===== config.mk =====
export PLATFORM = sky130hd
export DESIGN_NAME = spi_dac_arbiter
export DESIGN_NICKNAME = d
export VERILOG_FILES = /design/src/rtl/spi_dac_arbiter.sv
export SDC_FILE = /design/constraint.sdc
export NUM_CORES = 1
export LEC_CHECK = 0
export ABC_CLOCK_PERIOD_IN_PS = 2500
export BUFFER_PORTS_ARGS = -buffer_cell sky130_fd_sc_hd__buf_2
export CORE_MARGIN = 8
export CORE_UTILIZATION = 25
export DETAILED_ROUTE_END_ITERATION = 16
export GPL_ROUTABILITY_DRIVEN = 0
export GPL_TIMING_DRIVEN = 0
export MAX_ROUTING_LAYER = met4
export PLACE_DENSITY_LB_ADDON = 0.3
export SYNTH_ARGS = -nofsm -noshare
export SYNTH_HDL_FRONTEND = slang
export SYNTH_SLANG_ARGS = --single-unit

===== constraint.sdc =====
create_clock -name clk -period 2.5 [get_ports clk]
set_clock_uncertainty 0.1 [all_clocks]
set_input_delay 0.125 -clock clk [delete_from_list [all_inputs] [get_ports clk]]
set_output_delay 0.125 -clock clk [all_outputs]
set_load 0.1 [all_outputs]

===== src/rtl/spi_dac_arbiter.sv =====
`default_nettype none
// ============================================================================
// Module   : spi_dac_arbiter
// Brief    : Round-robin share of one SPI DAC frame driver among NREQ sources.
//            Optional WAIT watchdog compiled in with SPI_ARB_WATCHDOG_EN.
// Revision : 1.0 - initial release
// ============================================================================
module spi_dac_arbiter #(
    parameter int         NREQ      = 4,
    parameter logic [3:0] CMD       = 4'b0011,
    parameter int         WD_CYCLES = 256
) (
    input  logic                    clk,
    input  logic                    reset,
    input  logic [NREQ-1:0]         req,
    input  logic [4*NREQ-1:0]       req_addr,
    input  logic [12*NREQ-1:0]      req_data,
    output logic [NREQ-1:0]         ack,
    output logic [23:0]             drv_frame,
    output logic                    drv_start,
    input  logic                    drv_busy,
    input  logic                    drv_done,
    output logic [$clog2(NREQ)-1:0] grant_id,
    output logic                    arb_busy,
    output logic                    err
);

    localparam int                c_gw      = $clog2(NREQ);
    localparam logic [c_gw-1:0]   c_last_id = c_gw'(NREQ - 1);

    typedef enum logic [2:0] {
        S_IDLE  = 3'd0,
        S_LOAD  = 3'd1,
        S_START = 3'd2,
        S_WAIT  = 3'd3,
        S_ACK   = 3'd4
    } state_t;

    state_t            r_state, w_next;
    logic [c_gw-1:0]   r_grant;
    logic [c_gw-1:0]   w_winner, w_lo, w_hi;
    logic              w_hi_v;
    logic [3:0]        w_addr;
    logic [11:0]       w_data;
    logic [NREQ-1:0]   r_ack, w_ack_nx;
    logic [23:0]       r_frame;
    logic              r_start, w_start_nx;
    logic              r_busy, w_busy_nx;
    logic              w_timeout;

    if ((NREQ < 2) || (NREQ > 8) || (WD_CYCLES < 1)) begin : g_param_check
        $error("spi_dac_arbiter: parameter out of range");
    end

    // Lowest requester above the last grant wins; otherwise wrap to the lowest overall.
    always_comb begin
        w_lo   = r_grant;
        w_hi   = r_grant;
        w_hi_v = 1'b0;
        for (int j = NREQ - 1; j >= 0; j--) begin
            if (req[j]) begin
                w_lo = j[c_gw-1:0];
                if (j[c_gw-1:0] > r_grant) begin
                    w_hi   = j[c_gw-1:0];
                    w_hi_v = 1'b1;
                end
            end
        end
        w_winner = w_hi_v ? w_hi : w_lo;
    end

    always_comb begin
        w_addr = '0;
        w_data = '0;
        for (int i = 0; i < NREQ; i++) begin
            if (r_grant == i[c_gw-1:0]) begin
                w_addr = req_addr[4*i +: 4];
                w_data = req_data[12*i +: 12];
            end
        end
    end

    always_comb begin
        w_next = r_state;
        unique case (r_state)
            S_IDLE:  if (|req) w_next = S_LOAD;
            S_LOAD:  if (!drv_busy) w_next = S_START;
            S_START: w_next = S_WAIT;
            S_WAIT:  if (drv_done || w_timeout) w_next = S_ACK;
            S_ACK:   w_next = S_IDLE;
            default: w_next = S_IDLE;
        endcase
        w_start_nx = (w_next == S_START);
        w_busy_nx  = (w_next != S_IDLE);
        w_ack_nx   = '0;
        if (w_next == S_ACK) begin
            w_ack_nx[r_grant] = 1'b1;
        end
    end

    always_ff @(posedge clk) begin
        if (reset) begin
            r_state <= S_IDLE;
            r_grant <= c_last_id;
            r_ack   <= '0;
            r_start <= 1'b0;
            r_busy  <= 1'b0;
            r_frame <= '0;
        end else begin
            r_state <= w_next;
            r_ack   <= w_ack_nx;
            r_start <= w_start_nx;
            r_busy  <= w_busy_nx;
            if (r_state == S_IDLE && (|req)) begin
                r_grant <= w_winner;
            end
            // Re-sampled every LOAD cycle so a stalled frame carries the freshest code.
            if (r_state == S_LOAD) begin
                r_frame <= {CMD, w_addr, w_data, 4'b0000};
            end
        end
    end

`ifdef SPI_ARB_WATCHDOG_EN
    localparam int c_wd_w = $clog2(WD_CYCLES + 1);

    logic [c_wd_w-1:0] r_wd_cnt;
    logic              r_err;

    // A drv_done in the expiring cycle takes precedence over the timeout.
    assign w_timeout = (r_state == S_WAIT) && !drv_done &&
                       (r_wd_cnt == c_wd_w'(WD_CYCLES - 1));

    always_ff @(posedge clk) begin
        if (reset) begin
            r_wd_cnt <= '0;
            r_err    <= 1'b0;
        end else begin
            if (r_state != S_WAIT) begin
                r_wd_cnt <= '0;
            end else begin
                r_wd_cnt <= r_wd_cnt + 1'b1;
            end
            if (w_timeout) begin
                r_err <= 1'b1;
            end
        end
    end

    assign err = r_err;
`else
    assign w_timeout = 1'b0;
    assign err       = 1'b0;
`endif

    assign ack       = r_ack;
    assign drv_frame = r_frame;
    assign drv_start = r_start;
    assign grant_id  = r_grant;
    assign arb_busy  = r_busy;

endmodule
`default_nettype wire

After elaboration in Yosys (flattened, before gate mapping)
Index checks and enable logic that the tools add are counted.
{"block": "op_classes", "addsub": 0, "mul": 0, "div_mod_pow": 0, "order_cmp": 6, "eq_ne": 8, "shift": 0, "n_mux": 35, "bitwise_logic": 1, "n_reduce_logical": 9}
{"operator": "two-way mux 12 bit", "n": 4}
{"operator": "two-way mux 2 bit", "n": 13}
{"operator": "two-way mux 4 bit", "n": 4}
{"operator": "one-hot mux 3 bit (4 select lines)", "n": 1}
{"operator": "equality test 3 x 2 -> 1 bit, second input constant", "n": 3}
{"operator": "two-way mux 1 bit", "n": 9}
{"operator": "two-way mux 3 bit", "n": 3}
{"operator": "nonzero test 5 bit", "n": 1}
{"operator": "equality test 2 bit, second input constant", "n": 2}
{"operator": "greater-than comparator 1 x 2 -> 1 bit, first input constant", "n": 2}
{"operator": "greater-than comparator 2 bit, first input constant", "n": 2}
{"operator": "OR reduction 4 bit", "n": 1}
{"operator": "equality test 3 x 1 -> 1 bit, second input constant", "n": 1}
{"operator": "equality test 3 bit, second input constant", "n": 1}
{"operator": "logical NOT 3 bit", "n": 1}
{"operator": "less-than comparator 2 x 3 -> 1 bit, second input constant", "n": 1}
{"operator": "nonzero test 3 bit", "n": 1}
{"operator": "demux 1 bit (select 2 bit)", "n": 1}
{"operator": "equality test 2 x 1 -> 1 bit, second input constant", "n": 1}
{"operator": ">= comparator 2 x 1 -> 1 bit, second input constant", "n": 1}
{"operator": "logical AND 1 bit", "n": 2}
{"operator": "logical NOT 2 bit", "n": 1}
{"operator": "AND reduction 2 bit", "n": 1}
{"operator": "OR reduction 2 bit", "n": 1}
{"operator": "inverter 1 bit", "n": 1}
{"block": "word_totals", "reg_bits": 28, "latchBits": 0, "mem_bits_rw": 0, "romBits": 0, "input_bits": 72, "n_memories": 0}

Depth between registers and ports, before layout
Gate-level depths: netlist of run 1.
{"block": "depth", "word_depth": 11, "depth_mapped": 6}

Worst setup path before layout of run 1
Ideal clock, no wire load.
{"block": "synth_path", "path_type": "register to register", "start": "reg r_grant[0] (netlist: grant_id[0])", "end": "reg r_frame[10] (netlist: drv_frame[10])", "setup_time_ns": 0.118, "arrival_ns": 1.970, "required_ns": 2.282, "path_slack_ns": 0.313, "path_stages_with_launch": 5, "synth_period_minus_slack_ns": 2.187, "path_cell_list": "dfxtp_1 > buf_6 > buf_12 > mux4_2 > a22o_1"}
{"block": "synth_via", "elab_chain_cells": 5, "word_cells_on_any_way": 8, "classes_between": "eq/ne: 3; mux: 4; reduce/logical: 1"}
{"item": "from (decl)", "line_no": "40", "text": "logic [c_gw-1:0] r_grant;"}
{"item": "from (signal assigned)", "line_no": "104", "text": "r_grant <= c_last_id;"}
{"item": "from (signal assigned)", "line_no": "115", "text": "r_grant <= w_winner;"}
{"item": "logical NOT 2 bit", "line_no": "76", "text": "if (r_grant == i[c_gw-1:0]) begin"}
{"item": "two-way mux 12 bit (3 in a row)", "line_no": "76"}
{"item": "two-way mux 12 bit *", "line_no": "76"}
{"item": "to (signal assigned)", "line_no": "119", "text": "r_frame <= {CMD, w_addr, w_data, 4'b0000};"}
{"item": "to (decl)", "line_no": "46", "text": "logic [23:0] r_frame;"}
Every way passes the cells marked *; elsewhere a longest branch is shown, timed or not.
A chain may end at the register's enable or synchronous reset.

Final worst setup path of run 1
{"block": "layout_path", "start": "reg r_grant[1] (netlist: grant_id[1])", "end": "reg r_frame[18] (netlist: drv_frame[18])"}
{"block": "layout_via", "elab_chain_cells": 5, "word_cells_on_any_way": 8, "classes_between": "eq/ne: 3; mux: 4; reduce/logical: 1"}
{"item": "logical NOT 2 bit", "line_no": "76"}
{"item": "two-way mux 4 bit (3 in a row)", "line_no": "76"}
{"item": "two-way mux 4 bit *", "line_no": "76"}
Marks and branches as above.

==> impl_metrics.csv, run 1 <==
group,metric,value,unit
die,core,5781,sq um
timing,setup_viol,0,
route,first_iter_violations,58,
die,die_y,92.52,um
critical_path,cp_max_fo,10,
flow_run,maxCapViolCount,0,
die,die_w,92.52,um
clock_network,h-tree-depth,1,
die,die-area,8560,sq um
placement,dp_hpwl,3.971,mm
clock_network,cts_tree,"yes",
timing,fmax,577.1,MHz
synth,ys_seq_area_frac,0.3829,
die,rows,28,
timing,hold_violations,0,
grt,grt_pass1_vias,1402,
synth,synth.distinct_cells,29,
clock_network,post-cts-setup-buffers,0,
route,wirelength,4.774,mm
grt,grt_pass1_wl,7.169,mm
critical_path,critPathRequiredTime,2.57,ns
clock_network,ctsHoldBuffers,0,
synth,syn_avg_cell_area,11.62,sq um
synth,netlist_top_cells_area,"dfxtp_1 38%, mux4_2 20%, a22o_1 9.6%",
clock_network,numCtsBuffers,3,
critical_path,crit_type,"reg -> reg",
timing,setup_tns,0,ns
grt,antenna_found_initial,0,
worst_hold_path,hold_path_class,"in -> reg",
placement,io_buffers,96,
clock_network,cts_buffer_depth,2,
die,start_util,0.2532,
final_layout,nets,305,
clock_network,clock-root-buffer,"clkbuf_8",
clock_network,clock_latency,0.27,ns
critical_path,end_kind,"flop",
route,ant_nets,0,
timing,rsz0062_at_grt,"false",
route,routed-via-count,1382,
route,drtPass1Iterations,4,
route,drc,0,
synth,synth-seq-cells,28,
grt,grt_max_degree,15,
grt,grt.overflow.total,0,
final_layout,utilization,0.3636,
clock_network,clk_pin_slew,0.10,ns
synth,syn-cell-area,1464,sq um
timing,period_minus_slack,1.733,ns
pwr,power.density,714.1,nW/um^2
final_layout,syn_to_final_growth,43.59,%
pwr,vdd_drop_max,0.0002329,V
grt,grt_usage,0.1077,
final_layout,instances_no_fill,306,
placement,place_inst,303,
route,routedWlPerCell,15.60,um
timing,slew_violations,0,
critical_path,worstPathArrival,1.80,ns
final_layout,drive_gt1_frac,0.5671,
synth,yosys.area.top_type_share,0.3829,
clock_network,post_cts_resized,0,
synth,yosys.area.top_type,"dfxtp_1",
timing,post-route-period-util,0.6931,
pwr,p_leak,1.060,nW
run_status,status,"finished, final reports clean",
critical_path,startpoint_type,"flop",
synth,syn_inst,126,
die,pin_count,105,
synth,synth_warnings,0,
route,routed_via_density,4.516,
final_layout,antenna_cells,0,
clock_network,cts_sinks,28,
## per-stage QoR
| stage | hold WS, ns | power, mW | cell area (sq um) | worst slack (ns) |
|---|---|---|---|---|
| after detailed placement | 0.3428 | 1.265 | 2061 | 0.7454 |
| final | 0.04374 | 1.501 | 2102 | 0.7672 |
| after CTS | 0.04487 | 1.514 | 2102 | 0.7337 |
| after global routing | 0.05750 | 1.565 | 2102 | 0.5919 |
| after global placement | 0.3331 | 1.259 | 2061 | 0.7731 |
| after floorplan | 0.2281 | 1.118 | 1486 | 0.3128 |
## synth_stat cells
library cell	count
mux4_2	13
nor3_1	5
clkbuf_2	1
inv_1	3
and2_1	1
a22o_1	16
and3_1	2
a21oi_2	1
nor2_1	8
nor4_1	2
a31oi_1	1
buf_6	2
buf_12	1
nand3_1	1
mux4_1	3
dfxtp_1	28
nor3b_1	2
nor3_2	1
nand2b_1	4
a22oi_1	1
o21ai_0	5
conb_1	1
o21a_1	1
nand4_1	1
a21oi_1	4
nand2_1	2
clkbuf_1	3
buf_4	9
buf_2	4
## worst max-delay path, cell delays in order (launching register included)
cell and delay (ns):
dfxtp_1 0.34, clkbuf_1 0.25, clkbuf_1 0.38, mux4_2 0.37, a22o_1 0.18
## flip-flops by register name, indices dropped and copies added, names as in the netlist
register   flops
drv_frame     17
ack            4
r_state        3
grant_id       2
arb_busy       1
drv_start      1
## final cells by class
class | instances | area (sq um)
buffer | 20 | 146.4
fill | 606 | 3679
tap | 75 | 93.84
inverter | 3 | 11.26
timing repair buffer | 96 | 480.5
clock buffer | 3 | 41.29
multi-input combinational | 81 | 768.2
sequential | 28 | 560.5
## final timing paths
kind / cells after the start / slack, ns / startpoint / endpoint
worst min-delay path: 2 / 0.04 / reset / drv_frame[20]$_SDFFE_PP0P_
worst max register to register: 4 / 0.77 / grant_id[1]$_SDFFE_PP1P_ / drv_frame[18]$_SDFFE_PP0P_
worst min register to register: 1 / 0.38 / drv_frame[19]$_SDFFE_PP0P_ / drv_frame[19]$_SDFFE_PP0P_
worst max-delay path: 4 / 0.77 / grant_id[1]$_SDFFE_PP1P_ / drv_frame[18]$_SDFFE_PP0P_
## per-layer routing
layer | track usage | up-vias | wire [um]
met5 | - | - | 0
met4 | 0.02416 | 0 | 25
met3 | 0.03964 | 2 | 504
met2 | 0.1758 | 72 | 2209
met1 | 0.1231 | 632 | 2034
li1 | - | 676 | -
## cell usage in the layout (no fill, tap or decap), drive strengths merged
cell / instances
o21a: 1
nand3: 1
and2: 1
nand4: 1
nor2: 8
nand2b: 4
a22o: 16
nor3: 6
mux4: 16
inv: 3
a21oi: 5
nor3b: 2
nor4: 2
buf: 112
a31oi: 1
and3: 2
dfxtp: 28
a22oi: 1
nand2: 2
o21ai: 5
clkbuf: 7
conb: 7
## report_power, final
group | internal, mW | switching (mW)
clock | 0.108 | 0.141
sequential | 0.490 | 0.0206
combinational | 0.226 | 0.514
## kinds of logic after synthesis
family | synth area share
other | 0.002562
DFF | 0.3829
muxes | 0.2538
AOI/OAI and AO/OA | 0.1470
buffers and inverters | 0.1077
and+or+nand+nor | 0.1060
Note: power is estimated with default switching activity, not from simulation.
==> run 2, diff against run 1 <==
--- a/config.mk
+++ b/config.mk
@@ -5,7 +5,7 @@
 export SDC_FILE = /design/constraint.sdc
 export NUM_CORES = 1
 export LEC_CHECK = 0
-export ABC_CLOCK_PERIOD_IN_PS = 2500
+export ABC_CLOCK_PERIOD_IN_PS = 1450
 export BUFFER_PORTS_ARGS = -buffer_cell sky130_fd_sc_hd__buf_2
 export CORE_MARGIN = 8
 export CORE_UTILIZATION = 25
==> constraint.sdc (replaced) <==
create_clock -name clk -period 1.45 [get_ports clk]
set_clock_uncertainty 0.1 [all_clocks]
set_input_delay 0.0725 -clock clk [delete_from_list [all_inputs] [get_ports clk]]
set_output_delay 0.0725 -clock clk [all_outputs]
set_load 0.1 [all_outputs]
==> run 2 against run 1 <==
The run now ends with setup timing left. Die area did not move. Total power rose by 75%. Core utilization rose by 1.5 points. Sequential share of layout area fell by 0.59 points. Worst setup slack got worse by 0.84 ns. First-iteration DRC count fell by 47%. Clock power rose by 68%. Combinational power rose by 77%. Final area rose by 4.1%. Non-clock buffer count did not move. Critical path depth did not move.
==> impl_metrics.csv, run 2 (synthesized netlist as in run 1, its figures left out) <==
group,metric,value,unit
run_status,status,"finished, violations left",
run_status,violations,"setup timing",
placement,io_buffers,96,
die,die-area,8560,sq um
grt,antenna_found_initial,0,
placement,dpl-instance-area,2071,sq um
timing,post-route-period-util,1.048,
die,die_w,92.52,um
timing,rsz0062_at_grt,"true",
final_layout,mostFrequentLayoutCell,"buf_2",
final_layout,drive_gt1_frac,0.6104,
route,drtPass1Iterations,4,
clock_network,cts_tree,"yes",
die,pin_count,105,
pwr,vdd_drop_max,0.0004400,V
route,wirelength,4.685,mm
grt,grt.overflow.total,0,
clock_network,clock_latency,0.27,ns
critical_path,startpoint_type,"flop",
clock_network,cts_sinks,28,
grt,grt_pass1_wl,7.286,mm
final_layout,multi_input_area,793.3,sq um
die,core,5781,sq um
route,ant_nets,0,
critical_path,cp_max_fo,5,
final_layout,final_area,2188,sq um
route,routed_via_density,4.516,
pwr,p_leak,1.090,nW
route,routed-via-count,1382,
clock_network,h-tree-depth,1,
placement,preCtsSetupSlack,-0.2208,ns
critical_path,crit_type,"reg -> reg",
route,routedWlPerCell,15.31,um
pwr,power.density,1202,nW/um^2
placement,dp_hpwl,3.864,mm
grt,grt_max_degree,15,
placement,place_inst,303,
final_layout,mostFrequentLayoutCells,"97 x buf_2, 24 x dfxtp_1, 16 x a22o_1, 13 x mux4_2, 11 x buf_4",
clock_network,clk_pin_slew,0.10,ns
final_layout,nets,305,
clock_network,ctsHoldBuffers,0,
critical_path,worstReg2RegStart,"grant_id[0]$_SDFFE_PP1P_",
final_layout,fillers,606,
timing,fmax,658.1,MHz
timing,slew_violations,0,
route,first_iter_violations,31,
final_layout,instances_no_fill,306,
worst_hold_path,min_from,"reset",
grt,grt_pass1_vias,1434,
timing,worst_slack,-0.06958,ns
grt,grt_usage,0.1084,
die,rows,28,
timing,hold_violations,0,
route,drc,0,
timing,setup_viol,6,
die,start_util,0.2532,
worst_hold_path,hold_path_class,"in -> reg",
critical_path,worstSetupStartpoint,"grant_id[0]$_SDFFE_PP1P_",
clock_network,numCtsBuffers,3,
critical_path,worstPathArrival,1.59,ns
die,die_y,92.52,um
final_layout,antenna_cells,0,
final_layout,largest_reg_flops,17,
final_layout,syn_to_final_growth,49.49,%
clock_network,cts_buffer_depth,2,
clock_network,clock-root-buffer,"clkbuf_8",
flow_run,maxCapViolCount,0,
timing,period_minus_slack,1.520,ns
timing,hold_slack,0.009615,ns
critical_path,end_kind,"flop",
critical_path,critPathRequiredTime,1.52,ns
final_layout,seq_area,570.5,sq um
-- run 2: cell count changes in the layout (fill, tap and decap cells not counted), sizes merged --
cell / change
clkbuf: -2
buf: +2
-- run 2: stage by stage --
stage,util,setup TNS [ns],power [mW]
after global placement,0.3582,-2.556,2.177
after floorplan,-,-3.866,1.933
final,0.3786,-0.3705,2.631
after CTS,0.3801,-0.6712,2.692
after global routing,0.3786,-0.8013,2.774
after detailed placement,0.3582,-2.542,2.184
-- run 2: worst paths after layout --
kind | cells past startpoint | slack, ns | end
worst min register to register | 1 | 0.38 | drv_frame[17]$_SDFFE_PP0P_
worst max-delay path | 4 | -0.07 | drv_frame[7]$_SDFFE_PP0P_
worst max register to register | 4 | -0.07 | drv_frame[7]$_SDFFE_PP0P_
worst min-delay path | 2 | 0.01 | drv_frame[20]$_SDFFE_PP0P_
-- run 2: cell type report --
type                            count  area share
Tap cell                           75     0.04288
Inverter                            3    0.005146
Buffer                             18     0.07204
Multi-Input combinational cell     81      0.3625
Timing Repair Buffer               98      0.2378
Sequential cell                    28      0.2607
Clock buffer                        3     0.01887
-- run 2: report_power, final --
group	total, mW	internal [mW]	switching, mW
clock network	0.419	0.186	0.233
registers	0.899	0.849	0.0498
logic	1.31	0.432	0.880
total	2.63	1.47	1.16
-- run 2: critical path, stage by stage, from the launching register on --
cell,delay (ns)
dfxtp_4,0.39
buf_12,0.12
buf_12,0.11
mux4_2,0.50
a22o_1,0.19
-- run 2: what timing repair did --
action	CTS	global route
setup buffers	2	0
endpoints found under the setup margin	15	18
resized for setup	11	7
gates cloned	1	0
pin swaps	1	2
-- run 2: per-layer routing --
layer  global-route usage  part of all wire  vias up
li1                     -                 -      676
met1               0.1260              0.42      636
met2               0.1698              0.46       68
met3              0.04126              0.11        2
met4              0.03221            0.0060        0
met5                    -                 0        -
==> run 3, diff against run 2 <==
--- a/config.mk
+++ b/config.mk
@@ -8,7 +8,7 @@
 export ABC_CLOCK_PERIOD_IN_PS = 1450
 export BUFFER_PORTS_ARGS = -buffer_cell sky130_fd_sc_hd__buf_2
 export CORE_MARGIN = 8
-export CORE_UTILIZATION = 25
+export CORE_UTILIZATION = 35
 export DETAILED_ROUTE_END_ITERATION = 16
 export GPL_ROUTABILITY_DRIVEN = 0
 export GPL_TIMING_DRIVEN = 0
==> run 3 against run 2 <==
The flow still finishes with violations (setup timing). Final area decreased by 1.1%. Worst hold slack improved by 0.021 ns. Worst setup slack got worse by 0.0029 ns. Sequential share of layout area increased by 0.30 points. Critical path depth unchanged. Cell count decreased by 7.8%. Largest cell class unchanged.
==> impl_metrics.csv, run 3 (synthesized netlist as in run 1, its figures left out) <==
group,metric,value,unit
run_status,status,"finished, violations left",
run_status,violations,"setup timing",
clock_network,cts_sinks,28,
grt,grt_max_degree,15,
clock_network,clk_pin_slew,0.09,ns
final_layout,drive_gt1_frac,0.6121,
timing,worst_slack,-0.07251,ns
final_layout,syn_to_final_growth,47.78,%
final_layout,fillers,373,
final_layout,antenna_cells,0,
final_layout,nets,306,
route,first_iter_violations,43,
final_layout,final_area,2163,sq um
final_layout,seq_area,570.5,sq um
die,die-area,6508,sq um
worst_hold_path,hold_depth,2,
route,wirelength,4.461,mm
route,routed_via_density,5.046,
critical_path,crit_type,"reg -> reg",
final_layout,largest_reg_flops,17,
timing,post-route-period-util,1.050,
route,routedWlPerCell,15.82,um
pwr,p_leak,1.092,nW
critical_path,max_stage_delay,0.50,ns
final_layout,instances_no_fill,282,
timing,slew_violations,0,
timing,rsz0062_at_grt,"true",
critical_path,critPathSlowestCell,"mux4_2",
pwr,power.density,1209,nW/um^2
flow_run,maxCapViolCount,0,
placement,io_buffers,96,
critical_path,worstPathCellList,"buf_12, buf_12, mux4_2, a22o_1",
critical_path,end_kind,"flop",
grt,grt.overflow.total,0,
grt,antenna_found_initial,0,
final_layout,utilization,0.5408,
worst_hold_path,hold_path_class,"in -> reg",
final_layout,mostFrequentLayoutCell,"buf_2",
die,start_util,0.3660,
route,drtPass1Iterations,4,
critical_path,cp_max_fo,5,
critical_path,crit_top_cell,"buf_12",
final_layout,multi_input_area,792.0,sq um
timing,hold_violations,0,
placement,place_inst,278,
critical_path,critPathRequiredTime,1.51,ns
final_layout,mostFrequentLayoutCells,"96 x buf_2, 24 x dfxtp_1, 16 x a22o_1, 14 x mux4_2, 12 x buf_4",
route,drc,0,
grt,met2_usage,0.2261,
die,die_w,80.67,um
pwr,vdd_drop_max,0.0006300,V
clock_network,cts_tree,"yes",
placement,dpl-instance-area,2039,sq um
grt,busiest_layer,"met2",
die,core,4000,sq um
clock_network,h-tree-depth,1,
die,pin_count,105,
clock_network,clock-root-buffer,"clkbuf_8",
grt,grt_usage,0.1338,
route,ant_nets,0,
route,routed-via-count,1423,
critical_path,startpoint_type,"flop",
critical_path,worstPathArrival,1.59,ns
die,rows,23,
placement,dp_hpwl,3.627,mm
clock_network,numCtsBuffers,3,
grt,use_met3,0.04576,
clock_network,clock_latency,0.27,ns
critical_path,reg2reg_depth,4,
timing,period_minus_slack,1.523,ns
die,die_y,80.67,um
timing,setup_viol,7,
timing,hold_slack,0.03060,ns
grt,met1_usage,0.1496,
grt,grt_pass1_vias,1457,
timing,fmax,656.8,MHz
grt,grt_pass1_wl,6.844,mm
clock_network,cts_buffer_depth,2,
[run 3: path summary, 6_finish.rpt]
kind / from / end / slack (ns)
worst min-delay path: reset / drv_frame[20]$_SDFFE_PP0P_ / 0.03
worst max register to register: grant_id[0]$_SDFFE_PP1P_ / drv_frame[12]$_SDFFE_PP0P_ / -0.07
worst min register to register: drv_frame[14]$_SDFFE_PP0P_ / drv_frame[14]$_SDFFE_PP0P_ / 0.38
worst max-delay path: grant_id[0]$_SDFFE_PP1P_ / drv_frame[12]$_SDFFE_PP0P_ / -0.07
[run 3: worst max-delay path: cells and delay by family (launching register included)]
| family | cells | cell delay [ns] |
|---|---|---|
| DFF | 1 | 0.40 |
| muxes | 1 | 0.50 |
| AOI/OAI and AO/OA | 1 | 0.20 |
| buffers and inverters | 2 | 0.22 |
[run 3: routing by layer]
layer,share of wire,vias up
met1,0.37,673
met3,0.12,2
met4,0.0025,0
met2,0.50,67
met5,0,-
li1,-,681
[run 3: report_power, final]
part | internal (mW) | switching [mW]
clock | 0.186 | 0.218
combinational | 0.436 | 0.876
sequential | 0.849 | 0.0503
[run 3: final cells by class]
class | instances | share of cell area
multi-input combinational | 81 | 0.3661
timing repair buffer | 99 | 0.2452
sequential | 28 | 0.2637
clock buffer | 3 | 0.01909
tap | 50 | 0.02892
inverter | 3 | 0.005205
buffer | 18 | 0.07172
[run 3: repair_timing]
item | 4_1_cts | 5_1_grt
gates cloned | 1 | 0
hold endpoints to repair | 0 | 0
hold buffers | 0 | 0
endpoints found under the setup margin | 15 | 18
resized for setup | 8 | 12
buffers inserted | 3 | 0
pin swaps | 2 | 2
[run 3: per-stage QoR]
stage | worst slack [ns] | total power, mW | TNS, ns
2_1_floorplan | -0.2566 | 1.933 | -3.866
5_1_grt | -0.1152 | 2.756 | -0.8102
3_3_place_gp | -0.1925 | 2.166 | -2.220
6_report | -0.07251 | 2.616 | -0.3453
4_1_cts | -0.08392 | 2.661 | -0.6644
3_5_place_dp | -0.2210 | 2.178 | -2.349
